--- config.mk ---
export PLATFORM = sky130hd
export DESIGN_NAME = serial_add_ctrl
export DESIGN_NICKNAME = d
export VERILOG_FILES = /design/src/rtl/serial_add_ctrl.sv
export SDC_FILE = /design/constraint.sdc
export NUM_CORES = 1
export LEC_CHECK = 0
export CAP_MARGIN = 20
export CORE_MARGIN = 2
export CORE_UTILIZATION = 45
export CTS_CLUSTER_DIAMETER = 200
export DETAILED_ROUTE_END_ITERATION = 8
export PLACE_DENSITY = 0.72
export SLEW_MARGIN = 15
export SYNTH_ARGS = -nofsm -noshare
export SYNTH_HDL_FRONTEND = slang
export SYNTH_SLANG_ARGS = --single-unit
--- constraint.sdc ---
create_clock -name clk -period 5.1 [get_ports clk]
set_clock_uncertainty 0.15 [all_clocks]
set_input_delay 0.765 -clock clk [delete_from_list [all_inputs] [get_ports clk]]
set_output_delay 0.765 -clock clk [all_outputs]
set_load 0.05 [all_outputs]
--- src/rtl/serial_add_ctrl.sv ---
// Serial adder controller: one WIDTH-bit add performed nibble by nibble on a single adder_4bit.
// Optional SERIAL_ADD_OVF_EN adds a registered two's-complement overflow flag (ovf).

module adder_4bit (
    input  logic [3:0] a,
    input  logic [3:0] b,
    input  logic       cin,
    output logic [3:0] s,
    output logic       cout
);

    assign {cout, s} = 5'(a) + 5'(b) + 5'(cin);

endmodule

module serial_add_ctrl #(
    parameter int unsigned WIDTH = 16
) (
    input  logic             clk,
    input  logic             rst,
    input  logic             in_valid,
    output logic             in_ready,
    input  logic [WIDTH-1:0] din_one,
    input  logic [WIDTH-1:0] din_two,
    input  logic             cin,
    output logic             out_valid,
    input  logic             out_ready,
    output logic [WIDTH-1:0] sum,
    output logic             cout,
`ifdef SERIAL_ADD_OVF_EN
    output logic             ovf,
`endif
    output logic             busy
);

    localparam int unsigned NSLICE = WIDTH / 4;
    localparam int unsigned KW     = (NSLICE > 1) ? $clog2(NSLICE) : 1;
    localparam logic [KW-1:0] KLast = KW'(NSLICE - 1);

    if ((WIDTH % 4) != 0 || WIDTH < 4) begin : g_bad_width
        $error("serial_add_ctrl: WIDTH must be a non-zero multiple of 4");
    end

    typedef enum logic [1:0] {StIdle, StCalc, StDone} state_e;

    state_e           state_q, state_d;
    logic [WIDTH-1:0] a_q, b_q, sum_q;
    logic [KW-1:0]    k_q;
    logic             carry_q, cout_q;
    logic [3:0]       slice_a, slice_b, slice_s;
    logic             slice_c;
    logic             last_slice;

    assign slice_a    = a_q[k_q*4 +: 4];
    assign slice_b    = b_q[k_q*4 +: 4];
    assign last_slice = (k_q == KLast);

    adder_4bit u_slice (
        .a    (slice_a),
        .b    (slice_b),
        .cin  (carry_q),
        .s    (slice_s),
        .cout (slice_c)
    );

    always_ff @(posedge clk) begin
        if (rst) begin
            state_q <= StIdle;
        end else begin
            state_q <= state_d;
        end
    end

    always_comb begin
        state_d   = state_q;
        in_ready  = 1'b0;
        out_valid = 1'b0;
        busy      = 1'b0;
        case (state_q)
            StIdle: begin
                in_ready = 1'b1;
                if (in_valid) state_d = StCalc;
            end
            StCalc: begin
                busy = 1'b1;
                if (last_slice) state_d = StDone;
            end
            StDone: begin
                busy      = 1'b1;
                out_valid = 1'b1;
                if (out_ready) state_d = StIdle;
            end
            default: state_d = StIdle;
        endcase
    end

    // Operands are captured once so requester changes after accept cannot disturb the result.
    always_ff @(posedge clk) begin
        if (rst) begin
            a_q     <= '0;
            b_q     <= '0;
            sum_q   <= '0;
            k_q     <= '0;
            carry_q <= 1'b0;
            cout_q  <= 1'b0;
        end else begin
            case (state_q)
                StIdle: begin
                    if (in_valid) begin
                        a_q     <= din_one;
                        b_q     <= din_two;
                        carry_q <= cin;
                        k_q     <= '0;
                    end
                end
                StCalc: begin
                    sum_q[k_q*4 +: 4] <= slice_s;
                    carry_q           <= slice_c;
                    if (last_slice) begin
                        cout_q <= slice_c;
                    end else begin
                        k_q <= k_q + KW'(1);
                    end
                end
                default: ;
            endcase
        end
    end

    assign sum  = sum_q;
    assign cout = cout_q;

`ifdef SERIAL_ADD_OVF_EN
    logic ovf_q;

    always_ff @(posedge clk) begin
        if (rst) begin
            ovf_q <= 1'b0;
        end else if (state_q == StIdle && in_valid) begin
            ovf_q <= 1'b0;
        end else if (state_q == StCalc && last_slice) begin
            ovf_q <= (a_q[WIDTH-1] == b_q[WIDTH-1]) && (slice_s[3] != a_q[WIDTH-1]);
        end
    end

    assign ovf = ovf_q;
`endif

endmodule
==> reports/qor.yml <==
synth:
  ys_seq_area_share_pct: 40.7
  yosys.area.top_type: "dfxtp_1"
  synth_area_sq_um: 2650
  synth_ff_type: "dfxtp_1"
  async_flop_share_pct: 0
  yosys.area.top_type_share_pct: 40.7
  postSynthNetCount: 349
  yosysWarnings: 0
  syn_avg_cell_area_sq_um: 8.91
  synth_edf_count: 0
  ys_types: 36
  synth.top_cells.by_area: "dfxtp_1 41%, nand2_1 11%, a21oi_1 7.9%, mux4_2 6.8%, ha_1 5.7%"
  synth.ff_latch_count: 54
  synthCells: 298
power_and_ir_drop:
  pwr-share-comb_pct: 17.7
  power.net_switching_uw: 242
  seq_power_share_pct: 50.7
  p_per_area_nw_per_um2: 273
  cell_internal_pwr_uw: 661
  ir_drop_uv: 129
  p_leak_nw: 1.22
  pwr-share-clk_pct: 31.7
  swShare_pct: 26.8
  p_total_uw: 903
clock_network:
  htreeDepth: 2
  cts_tree: "yes"
  ctsHoldBuffers: 0
  post-cts-setup-buffers: 0
  cts_buffers: 5
  cts_root_buffer: "clkbuf_8"
  clk_latency_ns: 0.31
  clkTransAtPathRegs_ns: 0.09
  clockBufferDepth: 2
  post_cts_resized: 0
  cts_sinks: 54
timing:
  slew_headroom_pct: 31.5
  setup_viol: 0
  worst_slack_ns: 1.87
  finalHoldViolCount: 0
  period_share_pct: 63.4
  max_freq_mhz: 309
  fin_setup_tns_ns: 0
  layout_min_cycle_time_ns: 3.23
  slew_violations: 0
  rsz0062_at_grt: "no"
  worst_slew_pin_slew_ns: 1.03
  hold_ws_ns: 0.306
flow_run:
  drv_cap: 0
worst_setup_path:
  cp_slowest_stage_delay_ns: 0.87
  reg2reg_to: "sum[6]"
  worstSetupPathType: "reg -> reg"
  critPathBufInv: 0
  crit_top_cell: "fa_1"
  r2r-start: "k_q[0]"
  reg2reg_depth: 6
  start_kind: "register"
  worstPathMaxFanout: 19
  cp.required_ns: 5.18
  crit_chain: "mux4_2, fa_1, fa_1, xor2_1, nand3_1, a21oi_1"
  slowest_stage: "dfxtp_1"
  endpoint_kind: "register"
  reg2reg_slack_ns: 1.87
  crit_family: "adder cells"
  worstPathArrival_ns: 3.31
placement:
  dpl.hpwl_um: 4280
  place_area_sq_um: 3180
  place_inst: 407
  place_ws_ns: 1.84
  portBuffers: 56
  gp_congestion: 0.883
drt:
  viasPerCell: 5.41
  drtIter0Drc: 124
  postRouteAntennaNets: 0
  drc: 0
  wirelength_um: 5990
  wl_per_cell_um: 14.4
  firstDrtPassIters: 4
  vias: 2249
cells_and_area:
  area_delta_synth_final_pct: 24.5
  fin_area_sq_um: 3300
  register_area_sq_um: 1080
  multi_input_area_sq_um: 1440
  n_antenna_cell: 0
  layout.cells.non_filler: 416
  fill_cells: 545
  nNetsFinal: 394
  fin_util_pct: 58.9
  drive_gt1_share_pct: 6.40
global_route:
  grt_pass1_vias: 2010
  grt_pass1_wl_um: 9930
  overflow: 0
  grt_antenna_before_repair: 0
  grt_usage_pct: 19.5
  grt_max_degree: 59
die:
  dieArea_sq_um: 6530
  die_w_um: 80.8
  start_util_pct: 47.3
  die_h_um: 80.8
  core-area_sq_um: 5610
  io_pins: 57
  num_rows: 27
hold_path:
  hp-class: "reg -> reg"
  min-delay-start: "sum[4]"
  holdPathStages: 2
  whs_endpoint: "sum[4]"
status:
  status: "complete, no violations"
worst min-delay path: cells and delay by family (launching register included):
family | cells | cell delay [ns]
simple gates | 1 | 0.05
flops | 1 | 0.32
compound gates | 1 | 0.05
cell usage after synthesis (all sizes together), types with 2 or more instances:
| cell type | instances |
|---|---|
| nand2 | 79 |
| dfxtp | 54 |
| a21oi | 42 |
| ha | 12 |
| buf | 10 |
| clkbuf | 9 |
| mux4 | 8 |
| nor2 | 8 |
| nor2b | 8 |
| nand3 | 7 |
| a32oi | 6 |
| nand3b | 5 |
| and2 | 4 |
| and3b | 4 |
| inv | 4 |
| nand2b | 4 |
| o2111ai | 4 |
| o21ai | 4 |
| o311ai | 4 |
| a21o | 3 |
| a31oi | 3 |
| nand4b | 3 |
| and3 | 2 |
| fa | 2 |
| nor3b | 2 |
| o31ai | 2 |
cells by family (layout without fill, tap and decap cells):
kind of cell / after synthesis / after routing / synth area share, %
buffers and inverters: 23 / 69 / 5.09
flip-flops: 54 / 54 / 40.7
AND/OR/NAND/NOR: 128 / 128 / 23.3
XOR/XNOR: 1 / 1 / 0.330
AO/OA/AOI/OAI: 70 / 70 / 16.5
adder cells (fa/ha/maj): 14 / 14 / 7.17
multiplexers: 8 / 8 / 6.79
layout make-up:
cell class                      count  share of cell area (%)
Timing Repair Buffer               57                    17.3
Clock buffer                        6                    2.20
Clock inverter                      2                    1.14
Inverter                            4                   0.454
Multi-Input combinational cell    221                    43.5
Tap cell                           72                    2.73
Sequential cell                    54                    32.7
worst max-delay path by stage:
stage                      start      end  cells after the start
after global routing      k_q[0]   sum[6]                      6
final                     k_q[0]   sum[6]                      6
after global placement    k_q[0]   sum[6]                      6
after CTS                 k_q[0]   sum[6]                      6
after floorplan           k_q[0]  carry_q                      8
after detailed placement  k_q[0]   sum[6]                      6
state kept, by name (all words and copies together) (netlist names):
name / cells
a_q: 16
b_q: 16
sum: 16
k_q: 2
state_q: 2
carry_q: 1
cout: 1
routing by layer:
layer	GRT usage, %	vias up	share of wire, %
met3	4.56	6	3.6
met1	27.4	1065	47
met5	0	-	0
met2	30.7	49	48
met4	4.58	0	0.88
li1	-	1129	-
power groups by stage:
stage               Clock (mW)  Combinational [mW]  Sequential, mW
floorplan                    0               0.107           0.465
global placement             0               0.154           0.467
detailed placement           0               0.156           0.467
CTS                      0.289               0.157           0.458
global route             0.311               0.174           0.461
finish                   0.286               0.159           0.457
cell usage in the layout (no fill, tap or decap), types with 3 or more instances in the layout:
master,instances
nand2_1,79
clkdlybuf4s50_1,55
dfxtp_1,54
a21oi_1,42
ha_1,12
mux4_2,8
nor2b_1,8
nor2_1,8
nand3_1,7
a32oi_1,6
nand3b_1,5
clkbuf_8,5
inv_1,4
and2_1,4
nand2b_1,4
o2111ai_1,4
o21ai_0,4
nand4b_1,3
a21o_1,3
a31oi_1,3
and3b_1,3
(Power assumes the default switching activity.)
